`src/rtl/int_stim_pkg.sv`:
```
// Shared types and constants for the interrupt stimulus generator.
package int_stim_pkg;

  typedef enum logic [1:0] {
    StIdle   = 2'd0,
    StAssert = 2'd1,
    StDone   = 2'd2
  } chan_state_e;

  localparam logic [31:0] ACK_ADDR_DEFAULT = 32'h0000_7f20;
  localparam logic [31:0] PC_MASK          = 32'hffff_fffc;

endpackage

```
`src/rtl/int_stim_chan.sv`:
```
// One interrupt channel: fire on PC match, hold until acked, limit total fires.
// Optional ack-wait timeout is built only when INT_STIM_TIMEOUT_EN is defined.
module int_stim_chan
  import int_stim_pkg::*;
#(
  parameter int unsigned CNT_W = 8
`ifdef INT_STIM_TIMEOUT_EN
  ,
  parameter int unsigned TIMEOUT = 1024
`endif
) (
  input  logic             clk,
  input  logic             reset,
  input  logic [31:0]      i_pc,
  input  logic             i_cfg_we,
  input  logic [31:0]      i_cfg_target,
  input  logic [CNT_W-1:0] i_cfg_max,
  input  logic             i_ack,
  output logic             o_assert_next,
  output logic             o_timeout_err
);

  chan_state_e      r_state, w_state_next;
  logic [31:0]      r_target;
  logic [CNT_W-1:0] r_max;
  logic [CNT_W-1:0] r_fires;
  logic             r_armed;
  logic             w_match;
  logic             w_tmo_hit;

  assign w_match = (r_state == StIdle) && r_armed && (i_pc == r_target) && (r_fires < r_max);

  always_ff @(posedge clk or negedge reset) begin
    if (!reset) r_state <= StIdle;
    else        r_state <= w_state_next;
  end

  always_comb begin
    w_state_next = r_state;
    if (i_cfg_we) begin
      w_state_next = StIdle;
    end else begin
      case (r_state)
        StIdle:   if (w_match) w_state_next = StAssert;
        StAssert: begin
          if (i_ack)          w_state_next = (r_fires == r_max) ? StDone : StIdle;
          else if (w_tmo_hit) w_state_next = StIdle;
        end
        StDone:   w_state_next = StDone;
        default:  w_state_next = StIdle;
      endcase
    end
  end

  always_comb begin
    o_assert_next = (w_state_next == StAssert);
  end

  // Entering ASSERT implies w_match, so fires can never pass max.
  always_ff @(posedge clk or negedge reset) begin
    if (!reset) begin
      r_target <= '0;
      r_max    <= '0;
      r_fires  <= '0;
      r_armed  <= 1'b1;
    end else if (i_cfg_we) begin
      r_target <= i_cfg_target;
      r_max    <= i_cfg_max;
      r_fires  <= '0;
      r_armed  <= 1'b1;
    end else if (w_match) begin
      r_fires  <= r_fires + 1'b1;
      r_armed  <= 1'b0;
    end else if (i_pc != r_target) begin
      r_armed  <= 1'b1;
    end
  end

`ifdef INT_STIM_TIMEOUT_EN
  localparam int unsigned TW = $clog2(TIMEOUT + 1);

  logic [TW-1:0] r_tmo_cnt;
  logic          r_tmo_err;

  assign w_tmo_hit = (r_state == StAssert) && (r_tmo_cnt == TW'(TIMEOUT - 1));

  always_ff @(posedge clk or negedge reset) begin
    if (!reset) begin
      r_tmo_cnt <= '0;
      r_tmo_err <= 1'b0;
    end else begin
      r_tmo_cnt <= ((r_state == StAssert) && (w_state_next == StAssert)) ? r_tmo_cnt + 1'b1 : '0;
      if (i_cfg_we)                r_tmo_err <= 1'b0;
      else if (w_tmo_hit && !i_ack) r_tmo_err <= 1'b1;
    end
  end

  assign o_timeout_err = r_tmo_err;
`else
  assign w_tmo_hit     = 1'b0;
  assign o_timeout_err = 1'b0;
`endif

endmodule

```
`src/rtl/int_stim_gen.sv`:
```
// Multi-channel PC-triggered interrupt generator: channels, ack decode, priority
// encoder and registered outputs. Timeout support via INT_STIM_TIMEOUT_EN.
module int_stim_gen
  import int_stim_pkg::*;
#(
  parameter int unsigned NCH      = 4,
  parameter int unsigned CNT_W    = 8,
  parameter logic [31:0] ACK_ADDR = ACK_ADDR_DEFAULT,
  parameter int unsigned TIMEOUT  = 1024
) (
  input  logic             clk,
  input  logic             reset,
  input  logic [31:0]      macroscopic_pc,
  input  logic [31:0]      m_int_addr,
  input  logic [3:0]       m_int_byteen,
  input  logic             cfg_we,
  input  logic [2:0]       cfg_ch,
  input  logic [31:0]      cfg_target,
  input  logic [CNT_W-1:0] cfg_max,
  output logic             interrupt,
  output logic [2:0]       int_id,
  output logic [NCH-1:0]   pending,
  output logic [NCH-1:0]   timeout_err
);

  if (NCH < 1 || NCH > 8 || TIMEOUT < 1) begin : g_param_check
    $error("int_stim_gen: NCH must be 1..8 and TIMEOUT at least 1");
  end

  logic [31:0]    w_pc;
  logic           w_ack;
  logic [NCH-1:0] w_assert_next;
  logic [2:0]     w_id_next;
  logic           r_interrupt;
  logic [2:0]     r_int_id;
  logic [NCH-1:0] r_pending;

  assign w_pc  = macroscopic_pc & PC_MASK;
  assign w_ack = (|m_int_byteen) && ((m_int_addr & PC_MASK) == (ACK_ADDR & PC_MASK));

  for (genvar g = 0; g < NCH; g++) begin : g_chan
    int_stim_chan #(
      .CNT_W         (CNT_W)
`ifdef INT_STIM_TIMEOUT_EN
      ,
      .TIMEOUT       (TIMEOUT)
`endif
    ) u_chan (
      .clk           (clk),
      .reset         (reset),
      .i_pc          (w_pc),
      .i_cfg_we      (cfg_we && (cfg_ch == 3'(g))),
      .i_cfg_target  (cfg_target),
      .i_cfg_max     (cfg_max),
      .i_ack         (w_ack && r_pending[g] && (r_int_id == 3'(g))),
      .o_assert_next (w_assert_next[g]),
      .o_timeout_err (timeout_err[g])
    );
  end

  // Lowest asserting channel wins; scan downward so the last hit is the lowest.
  always_comb begin
    w_id_next = '0;
    for (int i = NCH - 1; i >= 0; i--) begin
      if (w_assert_next[i]) w_id_next = 3'(i);
    end
  end

  always_ff @(posedge clk or negedge reset) begin
    if (!reset) begin
      r_interrupt <= 1'b0;
      r_int_id    <= '0;
      r_pending   <= '0;
    end else begin
      r_interrupt <= |w_assert_next;
      r_int_id    <= w_id_next;
      r_pending   <= w_assert_next;
    end
  end

  assign interrupt = r_interrupt;
  assign int_id    = r_int_id;
  assign pending   = r_pending;

endmodule

```
`config.mk`:
```
export PLATFORM = sky130hd
export DESIGN_NAME = int_stim_gen
export DESIGN_NICKNAME = d
export VERILOG_FILES = /design/src/rtl/int_stim_pkg.sv /design/src/rtl/int_stim_chan.sv /design/src/rtl/int_stim_gen.sv
export SDC_FILE = /design/constraint.sdc
export NUM_CORES = 1
export LEC_CHECK = 0
export ABC_CLOCK_PERIOD_IN_PS = 2750
export BUFFER_PORTS_ARGS = -buffer_cell sky130_fd_sc_hd__buf_4
export CAP_MARGIN = 20
export CORE_MARGIN = 10
export CORE_UTILIZATION = 55
export CTS_CLUSTER_SIZE = 30
export DETAILED_ROUTE_END_ITERATION = 10
export PLACE_DENSITY = 0.86
export SYNTH_ARGS = -nofsm -noshare
export SYNTH_HDL_FRONTEND = slang
export SYNTH_HIERARCHICAL = 1
export SYNTH_SLANG_ARGS = --single-unit
export TNS_END_PERCENT = 10
```
`constraint.sdc`:
```
create_clock -name clk -period 2.75 [get_ports clk]
set_input_delay 0.4125 -clock clk [delete_from_list [all_inputs] [get_ports clk]]
set_output_delay 0.4125 -clock clk [all_outputs]
set_load 0.005 [all_outputs]
```
==> impl_metrics.toml <==
[synthesis]
synthMuxAreaShare_pct = 16.2
synth_ff_type = "dfrtp_1"
synth_compound_area_share_pct = 4.23
synth_edf_count = 0
synth_top_area_cell = "dfrtp_1"
async_reset_ff_share_pct = 100
ys_warn_count = 6
synth-xor-area-share_pct = 10.2
synth_fa_ha_area_share_pct = 4.03
synth_top_cell_area_share_pct = 46.3
syn_avg_cell_area_um2 = 11.9
synth_cells = 941
ys_ff_latch = 211
synth_area_leaders = "dfrtp_1 46%, mux2_2 14%, xor2_1 7.6%, ha_1 4.0%, xnor2_1 2.6%"
netlist_area_um2 = 11200
synth_top_family_by_area = "multiplexers"
synth_seq_area_share_pct = 47.3
yosys.area_share.simple_pct = 15.2
yosys.cell_types.count = 47

[sta]
grt_setup_unrepaired = "no"
max_slew_margin_pct = 57.3
setup_tns_ns = 0
drv_slew = 0
max_slew.worst_pin.slew_ns = 0.635
min_period_ns = 2.34
skew_ns = 0.0121
finalCritPeriodShare_pct = 85.0
finalSetupViolCount = 0
fin_ws_ns = 0.413
fin_hold_ws_ns = 0.166
hold_viol_final = 0
clock.fmax_mhz = 428

[setup_path]
worst_path_largest_cell_delay_ns = 0.54
critPathRequiredTime_ns = 3.13
cp_slowest_cell = "nor4_4"
cp_max_fo = 4
cp_top_family = "simple AND/OR/NAND/NOR gates"
critPathBufInv = 0
start_kind = "flip-flop"
end_kind = "flip-flop"
crit_type = "reg2reg"
regToRegSetupSlack_ns = 0.41
arrival_ns = 2.72
worstPathCellList = "xnor2_1 -> nand4_1 -> nor4_4 -> nand2_1 -> nor3_1 -> mux2_1"

[placement]
dp_hpwl_um = 17800
placed_area_um2 = 12500
dp.cells = 1314
gp_congestion = 0.870
io_buffers = 116
pre_cts_ws_ns = 0.338

[clocking]
clk_pin_slew_ns = 0.06
cts_root_buf = "clkbuf_16"
postCtsResizedCells = 0
clock_path_buffers = 3
cts_tree = "built"
clock_latency_ns = 0.51
cts_hold_buf = 1
cts_buffers = 23
cts.sinks = 211
post_cts_buffers = 0
htreeDepth = 1

[layout]
final_cell_mix = "207 x dfrtp_1, 135 x mux2_2, 121 x buf_4"
utilization_pct = 65.7
layout_commonest_cell = "dfrtp_1"
finalNonFillerCells = 1353
nets = 1220
drive_above_1_share_pct = 32.7
syn_to_final_growth_pct = 18.1
antenna_cells = 0
fin_area_um2 = 13200

[power_and_ir_drop]
power_density_nw_per_um2 = 650
ir_drop_uv = 457
power_mw = 8.59
leakage_nw = 5.97

[run_status]
status = "complete, no violations"

[route]
routed_wl_um = 24700
route.antenna.remaining_nets = 0
vias = 7513
first_pass_iters = 5
avgRoutedWirePerCell_um = 18.3
routed_via_density = 5.55
drt_iter0_drc = 321
drc = 0

[global_routing]
grt_remaining_overflow = 0
grt_first_pass_wirelength_um = 40500
antenna_found_initial = 0
grt_pass1_vias = 8058
grt_max_degree = 68
grt.total_usage_pct = 18.5

[flow_run]
maxCapViolCount = 0

[floorplanning]
die-height_um = 163
row_count = 52
io_pins = 126
die_x_um = 163
die_area_um2 = 26400
coreArea_um2 = 20100
start_util_pct = 55.6

[hold_path]
hold_path.class = "in2reg"
sequential cells by signal, summed over array words and instances, names as in the netlist:
signal and flops:
g_chan.u_chan/r_target 128, g_chan.u_chan/r_fires 32, pending 4, g_chan.u_chan/r_armed 4, int_id 2, interrupt 1, g_chan.u_chan/r_max 32, g_chan.u_chan/r_state 8
per-layer routing:
layer,share of wire [%],vias up,global-route usage (%)
li1,-,3556,-
met1,42,3713,23.1
met2,49,202,31.5
met3,7.0,42,4.60
met4,1.9,0,4.34
met5,0,-,0
cell families after synthesis:
logic type | count (synthesis)
AO/OA/AOI/OAI | 69
XOR/XNOR | 130
adder cells (fa/ha/maj) | 36
buffers and inverters | 74
flip-flops | 211
multiplexers | 161
other | 5
AND/OR/NAND/NOR | 255
synthesized netlist by cell type (2+ instances only):
master	n
nor3_4	3
nand3b_1	2
buf_4	5
a21oi_1	13
xnor2_1	33
nor3b_1	7
dfstp_2	4
a21o_1	8
mux2_1	21
nor4_2	23
mux2_4	2
nor2_1	39
o2111ai_1	4
nand2_1	42
nand4_2	7
nand4_1	24
conb_1	5
nor3_1	5
mux2i_1	3
a2111o_1	3
and2_1	4
nor4b_1	4
clkbuf_1	17
o2111ai_2	3
buf_1	11
dfrtp_1	207
o21ai_0	29
nor4_4	5
nand3_1	12
o21ba_2	6
mux2_2	135
nor4_1	25
xor2_1	97
nand2b_1	10
ha_1	36
and3_1	6
inv_1	41
and4_1	4
nor2b_1	28
final timing paths:
check | start | endpoint | cells past startpoint
setup reg to reg | g_chan[3].u_chan/r_target[1]$_DFFE_PN0P_ | g_chan[3].u_chan/r_fires[7]$_DFFE_PN0P_ | 6
hold reg to reg | g_chan[0].u_chan/r_max[0]$_DFFE_PN0P_ | g_chan[0].u_chan/r_max[0]$_DFFE_PN0P_ | 1
setup / recovery | g_chan[3].u_chan/r_target[1]$_DFFE_PN0P_ | g_chan[3].u_chan/r_fires[7]$_DFFE_PN0P_ | 6
hold / removal | cfg_target[12] | g_chan[2].u_chan/r_target[12]$_DFFE_PN0P_ | 2
min in group asynchronous | reset | g_chan[3].u_chan/r_fires[7]$_DFFE_PN0P_ | 2
max in group asynchronous | reset | g_chan[3].u_chan/r_target[14]$_DFFE_PN0P_ | 3
cell type report:
class	count	area (um2)
repair buffers	129	1050
clock inverters	4	70.1
multi-input cells	664	5650
well taps	270	338
clock buffers	34	657
fillers	1444	6900
flip-flops and latches	211	5290
inverters	41	154
where the power goes:
part	switching [mW]	total (mW)	internal (mW)
clock	1.18	3.00	1.82
sequential	0.330	3.96	3.63
combinational	0.787	1.63	0.841
(Power assumes the default switching activity.)
